[src/rtl/shift_pkg.sv]
// Shared definitions for the universal shift register.
// Holds the 3-bit operation encodings and the shift-op classifier.
package shift_pkg;

  localparam logic [2:0] MODE_HOLD = 3'b000;
  localparam logic [2:0] MODE_SHL  = 3'b001;
  localparam logic [2:0] MODE_SHR  = 3'b010;
  localparam logic [2:0] MODE_ROL  = 3'b011;
  localparam logic [2:0] MODE_ROR  = 3'b100;
  localparam logic [2:0] MODE_LOAD = 3'b101;
  localparam logic [2:0] MODE_ASR  = 3'b110;
  localparam logic [2:0] MODE_CLR  = 3'b111;

  // True for every op that moves data by one bit position and so advances the frame count.
  function automatic logic is_shift(input logic [2:0] mode);
    return (mode == MODE_SHL) || (mode == MODE_SHR) || (mode == MODE_ROL) ||
           (mode == MODE_ROR) || (mode == MODE_ASR);
  endfunction

endpackage

[src/rtl/shift_frame_counter.sv]
// Frame counter for the universal shift register.
// Counts acted shifts modulo WIDTH; emits a registered one-cycle frame_done
// pulse in the cycle after the WIDTH-th shift of a frame.
module shift_frame_counter #(
  parameter int WIDTH = 4,
  localparam int CNT_W = $clog2(WIDTH) + 1
) (
  input  logic             clk,
  input  logic             rst,
  input  logic             inc,
  input  logic             clr,
  output logic [CNT_W-1:0] cnt,
  output logic             frame_done
);

  localparam logic [CNT_W-1:0] LAST = CNT_W'(WIDTH - 1);

  logic [CNT_W-1:0] cnt_q, cnt_d;
  logic             done_q, done_d;

  // Next count: clear wins, a shift on the last slot wraps and raises the pulse.
  always_comb begin
    cnt_d  = cnt_q;
    done_d = 1'b0;
    if (clr) begin
      cnt_d = '0;
    end else if (inc) begin
      if (cnt_q == LAST) begin
        cnt_d  = '0;
        done_d = 1'b1;
      end else begin
        cnt_d = cnt_q + CNT_W'(1);
      end
    end
  end

  // Count and pulse registers; reset overrides everything, including mid-frame.
  always_ff @(posedge clk) begin
    if (rst) begin
      cnt_q  <= '0;
      done_q <= 1'b0;
    end else begin
      cnt_q  <= cnt_d;
      done_q <= done_d;
    end
  end

  assign cnt        = cnt_q;
  assign frame_done = done_q;

endmodule

[src/rtl/universal_shift_register.sv]
// Universal shift register: shifts, rotates, arithmetic shift, load and clear,
// with a frame counter that pulses after every WIDTH shifts.
// Optional feature macro USR_PARITY_EN: registered even-parity output.
// Without it the parity port is tied low and no parity logic exists.
module universal_shift_register
  import shift_pkg::*;
#(
  parameter int WIDTH = 4
) (
  input  logic             clk,
  input  logic             rst,
  input  logic             clk_en,
  input  logic             en,
  input  logic [2:0]       mode,
  input  logic             ser_in_l,
  input  logic             ser_in_r,
  input  logic [WIDTH-1:0] par_in,
  output logic [WIDTH-1:0] out,
  output logic             ser_out_l,
  output logic             ser_out_r,
  output logic             frame_done,
  output logic             parity
);

  localparam int CNT_W = $clog2(WIDTH) + 1;

  logic [WIDTH-1:0] out_q, out_d;
  logic             act;
  logic             cnt_inc;
  logic             cnt_clr;
  logic [CNT_W-1:0] frame_cnt;

  assign act     = clk_en & en & ~rst;
  assign cnt_inc = act & is_shift(mode);
  assign cnt_clr = act & ((mode == MODE_LOAD) || (mode == MODE_CLR));

  // Data mux: select the next register value for the requested op.
  always_comb begin
    out_d = out_q;
    if (act) begin
      case (mode)
        MODE_SHL:  out_d = {out_q[WIDTH-2:0], ser_in_l};
        MODE_SHR:  out_d = {ser_in_r, out_q[WIDTH-1:1]};
        MODE_ROL:  out_d = {out_q[WIDTH-2:0], out_q[WIDTH-1]};
        MODE_ROR:  out_d = {out_q[0], out_q[WIDTH-1:1]};
        MODE_ASR:  out_d = {out_q[WIDTH-1], out_q[WIDTH-1:1]};
        MODE_LOAD: out_d = par_in;
        MODE_CLR:  out_d = '0;
        default:   out_d = out_q;
      endcase
    end
  end

  // Data register with synchronous reset.
  always_ff @(posedge clk) begin
    if (rst) begin
      out_q <= '0;
    end else begin
      out_q <= out_d;
    end
  end

  shift_frame_counter #(
    .WIDTH(WIDTH)
  ) u_frame_counter (
    .clk       (clk),
    .rst       (rst),
    .inc       (cnt_inc),
    .clr       (cnt_clr),
    .cnt       (frame_cnt),
    .frame_done(frame_done)
  );

`ifdef USR_PARITY_EN
  logic parity_q;

  // Parity tracks the value being written into out, so it lines up with out.
  always_ff @(posedge clk) begin
    if (rst) begin
      parity_q <= 1'b0;
    end else begin
      parity_q <= ^out_d;
    end
  end

  assign parity = parity_q;
`else
  assign parity = 1'b0;
`endif

  assign out       = out_q;
  assign ser_out_l = out_q[WIDTH-1];
  assign ser_out_r = out_q[0];

endmodule

[config.mk]
export PLATFORM = sky130hd
export DESIGN_NAME = universal_shift_register
export DESIGN_NICKNAME = d
export VERILOG_FILES = /design/src/rtl/shift_pkg.sv /design/src/rtl/shift_frame_counter.sv /design/src/rtl/universal_shift_register.sv
export SDC_FILE = /design/constraint.sdc
export NUM_CORES = 1
export LEC_CHECK = 0
export ABC_AREA = 0
export CAP_MARGIN = 0
export CORE_MARGIN = 1
export CORE_UTILIZATION = 45
export CTS_BUF_LIST = sky130_fd_sc_hd__clkbuf_2 sky130_fd_sc_hd__clkbuf_4 sky130_fd_sc_hd__clkbuf_8
export CTS_CLUSTER_DIAMETER = 100
export DETAILED_ROUTE_END_ITERATION = 8
export GPL_TIMING_DRIVEN = 0
export PLACE_DENSITY = 0.82
export SLEW_MARGIN = 20
export SYNTH_ARGS = -nofsm -noshare
export SYNTH_HDL_FRONTEND = slang
export SYNTH_HIERARCHICAL = 1
export SYNTH_SLANG_ARGS = --single-unit
[constraint.sdc]
create_clock -name clk -period 1.8 [get_ports clk]
set_input_delay 0.27 -clock clk [delete_from_list [all_inputs] [get_ports clk]]
set_output_delay 0.27 -clock clk [all_outputs]
set_load 0.1 [all_outputs]
* Word level (Yosys, flattened, before mapping) *
Cells that the tools add are included.

word-level totals
  input port bits = 13
  logic and storage cells = 34
  output and inout port bits = 8
  bits in registers = 8

operators by class
  $add $sub $neg = 1
  reduce and logical (&&, ||, !) cells = 11
  bitwise logic cells = 7
  muxes and demuxes = 3
  equality and inequality tests = 8

operators with widths
  kind                   number
  $pmux W4 S7            1
  $eq A3 B3 Y1 const B   4
  $eq A3 B2 Y1 const B   3
  $reduce_bool A7 Y1     1
  $reduce_bool A6 Y1     1
  $logic_or A1 B1 Y1     5
  $and A1 B1 Y1          4
  $add A3 B1 Y3 const B  1
  $eq A3 B1 Y1 const B   1
  $mux W3                1
  $not A1 Y1             3
  $reduce_and A3 Y1      1
  $reduce_or A3 Y1       1
  $reduce_and A2 Y1      1
  $reduce_or A2 Y1       1
  $mux W1                1

* Depth between registers and ports, before layout *
  depth in word-level cells = 8
  gate-level depth with buffers = 6
  gate-level depth less buffers = 5

* By module *
The synthesis kept the hierarchy.

by module, submodules not included
  module                    area each (sq um)  sequential area each (sq um)  cells each  instances
  universal_shift_register  430.4              80.1                          48          1
  shift_frame_counter       155.1              80.1                          15          1

* Worst setup path after synthesis *
Ideal clock, no wire load.

  path type = register to output
  start point = register out_q[3] (netlist: out[3])
  end point = output port out[3]
  cell stages (with the launch flop) = 2
  arrival time = 1.424 ns
  path buffers = 1
  setup slack = 0.106 ns
  cell sequence = dfxtp_1 buf_4

RTL lines
  item                      RTL line                        text
  start: declaration        universal_shift_register.sv:27  logic [WIDTH-1:0] out_q, out_d;
  start signal: assignment  universal_shift_register.sv:59  out_q <= out_d;
  end: declaration          universal_shift_register.sv:18  output logic [WIDTH-1:0] out,

No word-level cell between the ends.

* Final worst setup path *
  start point = register out_q[1] (netlist: out[1])
  end point = output port out[1]

No word-level cell between the ends.

==> impl_metrics.env <==
export IMPL_outcome="finished clean"
export IMPL_worst_setup_path_end_kind="output port"
export IMPL_cts_tree="done"
export IMPL_crit_start="out[1]"
export IMPL_ir_worst_vdd_v=0.000459
export IMPL_drt_vias_per_instance=5.35
export IMPL_postCtsHoldBufs=0
export IMPL_die_height_um=38.1
export IMPL_worst_pin_slew_ns=0.949
export IMPL_gp_congestion=0.884
export IMPL_final_cells=98
export IMPL_hold_viol_final=0
export IMPL_num_io_pins=21
export IMPL_comb_power_share_pct=34.2
export IMPL_clockRootBuffer="clkbuf_4"
export IMPL_core_area_um2=1160
export IMPL_internal_power_w=0.000325
export IMPL_diodes=0
export IMPL_p_seq_share_pct=38.6
export IMPL_io_buffers=18
export IMPL_setup_viol=0
export IMPL_min_period_ns=1.78
export IMPL_yosysWarnings=6
export IMPL_synthSimpleGateAreaFrac_pct=29.7
export IMPL_rsz0062_at_grt="no"
export IMPL_synth_edf_count=0
export IMPL_cts_max_level=1
export IMPL_worstRegToRegCells=3
export IMPL_critical_path_slowest_cell="dlygate4sd2_1"
export IMPL_synth_adder_area_share_pct=2.14
export IMPL_avgSynthCellArea_um2=9.29
export IMPL_routed_via_count=524
export IMPL_fin_crit_sh_pct=98.8
export IMPL_dp_cells=95
export IMPL_grt_max_degree=11
export IMPL_start_util_pct=50.6
export IMPL_synth_async_sr_flop_share_pct=0
export IMPL_wl_met2_um=669
export IMPL_wl_per_cell_um=13.6
export IMPL_finish_utilization_pct=69.3
export IMPL_clock_sinks=8
export IMPL_max_slew_margin_pct=37.0
export IMPL_post_cts_buffers=0
export IMPL_cpPeakStageDelay_ns=0.87
export IMPL_drv_cap=0
export IMPL_synthMuxAreaShare_pct=5.34
export IMPL_power_leakage_nw=0.335
export IMPL_grt_pass1_wl_mm=2.19
export IMPL_finalClockSkew_ns=0.00423
export IMPL_crit_required_ns=1.53
export IMPL_critPathKind="register to output port"
export IMPL_syn_cell_area_um2=586
export IMPL_drt_pass1_iterations=4
export IMPL_final_max_slew_viol_count=0
export IMPL_die_area_um2=1450
export IMPL_highest_layer="met3"
export IMPL_m1WireLength_um=607
export IMPL_final_cell_mix="11 x clkdlybuf4s50_1, 8 x dfxtp_1, 4 x nand2_1, 4 x nand2b_1, 4 x buf_4"
export IMPL_drt_iter0_drc=6
export IMPL_start_kind="register"
export IMPL_grtUsageTotal_pct=22.3
export IMPL_grt_pass1_vias=529
export IMPL_syn_num_nets=77
export IMPL_path_clk_slew_ns=0.05
export IMPL_swShare_pct=34.4
export IMPL_drtAntennaViolNets=0
export IMPL_synth_distinct_cells=37
export IMPL_synth_compound_area_share_pct=22.4
export IMPL_grt_overflow_total=0
export IMPL_syn_to_final_growth_pct=36.8
export IMPL_critical_path_top_delay_family="buffers and inverters"
export IMPL_fillers=89
export IMPL_synth_top_family_by_area="simple AND/OR/NAND/NOR gates"
export IMPL_rr_startpoint="out[0]"
export IMPL_drive_gt1_share_pct=28.6
export IMPL_p_clk_share_pct=27.1
export IMPL_r2r_end="out[3]"
export IMPL_synth_seq_cells=8
export IMPL_synth_yosys_seq_area_share_pct=27.4
export IMPL_cts_buffer_depth=2
export IMPL_nNetsFinal=100
export IMPL_power_switching_w=0.000171
export IMPL_die_w_um=38.1
export IMPL_synth_xor_area_share_pct=1.50
export IMPL_totalWireLength_mm=1.33
export IMPL_critical_path_buf_inv_count=1
export IMPL_numCtsBuffers=3
export IMPL_drc=0
export IMPL_cp_arrival_ns=1.51
export IMPL_rows=12
export IMPL_antenna_found_initial=0
export IMPL_cp_num_cells=1
export IMPL_synth_flop_cell="dfxtp_1"
export IMPL_hold_class="input port to register"
export IMPL_final_common_cell="clkdlybuf4s50_1"
export IMPL_insertion_delay_ns=0.25
export IMPL_hpwl_mm=1.05
export IMPL_cellPowerDensity_nw_per_um2=619
export IMPL_routed_wl_met3_um=56
export IMPL_clock_fmax_ghz=0.562
export IMPL_crit_path_end="out[1]"
export IMPL_critPathMaxFanout=4
export IMPL_syn_inst=63
export IMPL_crit_chain="dlygate4sd2_1"
export IMPL_r2r_slack_ns=0.73
synth_stat cells (2+ instances only):
cell | instances | area share, %
and3_1 | 2 | 2.1
inv_1 | 2 | 1.3
nor2_1 | 2 | 1.3
nand2b_1 | 4 | 4.3
buf_4 | 3 | 3.8
mux2i_1 | 2 | 3.4
a32oi_1 | 2 | 3.0
dfxtp_1 | 8 | 27
buf_6 | 3 | 5.8
nand2_1 | 4 | 2.6
and2b_1 | 2 | 2.6
nor2b_1 | 3 | 3.2
nand3_1 | 2 | 1.7
cell type report:
| cell class | count | area, um2 | share of cell area, % |
|---|---|---|---|
| buffer | 6 | 56.3 | 7.03 |
| clock buffer | 3 | 22.5 | 2.81 |
| inverter | 2 | 7.51 | 0.938 |
| multi-input combinational | 47 | 365 | 45.6 |
| sequential | 8 | 160 | 20.0 |
| tap | 14 | 17.5 | 2.19 |
| timing repair buffer | 18 | 171 | 21.4 |
worst min-delay path: cells and delay by family:
family | cells | cell delay (ns)
AOI/OAI and AO/OA | 2 | 0.21
buffers and inverters | 1 | 0.11
sequential cells by signal, indices dropped and copies added, names as in the netlist:
name,cells
out,4
u_frame_counter/frame_done,1
u_frame_counter/cnt,3
how the worst min path moves through the flow:
stage / from / end / slack (ns) / cells past startpoint
after floorplan: rst / u_frame_counter/cnt[1] / 0.35 / 1
after global placement: u_frame_counter/cnt[2] / u_frame_counter/frame_done / 0.43 / 1
after detailed placement: u_frame_counter/cnt[2] / u_frame_counter/frame_done / 0.44 / 1
after CTS: mode[1] / out[0] / 0.39 / 3
after global routing: mode[1] / out[0] / 0.40 / 3
final: mode[1] / out[0] / 0.39 / 3
repair_timing:
item / in CTS / in global routing
endpoints found under the setup margin: 7 / 5
gates resized for setup: 13 / 2
gates cloned: 0 / 0
kinds of logic after synthesis:
kind of cell | after synthesis
AO/OA/AOI/OAI | 14
XOR/XNOR | 1
adder cells (fa/ha/maj) | 1
buffers and inverters | 8
flip-flops | 8
multiplexers | 3
other | 1
AND/OR/NAND/NOR | 27
power by group through the flow:
stage	clock (W)	combinational [W]	sequential, W
2_1_floorplan	0	0.0000824	0.000233
3_3_place_gp	0	0.000170	0.000195
3_5_place_dp	0	0.000173	0.000195
4_1_cts	0.000138	0.000169	0.000191
5_1_grt	0.000144	0.000179	0.000192
6_report	0.000135	0.000170	0.000191
layer usage:
metal	vias to the layer above	GRT usage (%)
li1	270	-
met1	239	24.6
met2	15	40.7
met3	0	8.72
met4	0	2.68
met5	-	0
per-stage QoR:
| step | cell area (um2) | power (W) | setup slack (ns) | TNS, ns | hold slack [ns] |
|---|---|---|---|---|---|
| after floorplan | 586 | 0.000315 | 0.106 | 0 | 0.347 |
| after global placement | 783 | 0.000365 | -0.147 | -0.796 | 0.433 |
| after detailed placement | 783 | 0.000368 | -0.185 | -0.902 | 0.435 |
| after CTS | 802 | 0.000499 | 0.0204 | 0 | 0.386 |
| after global routing | 801 | 0.000515 | 0.00594 | 0 | 0.404 |
| final | 801 | 0.000496 | 0.0219 | 0 | 0.385 |
Power figures use the tool's default switching activity.
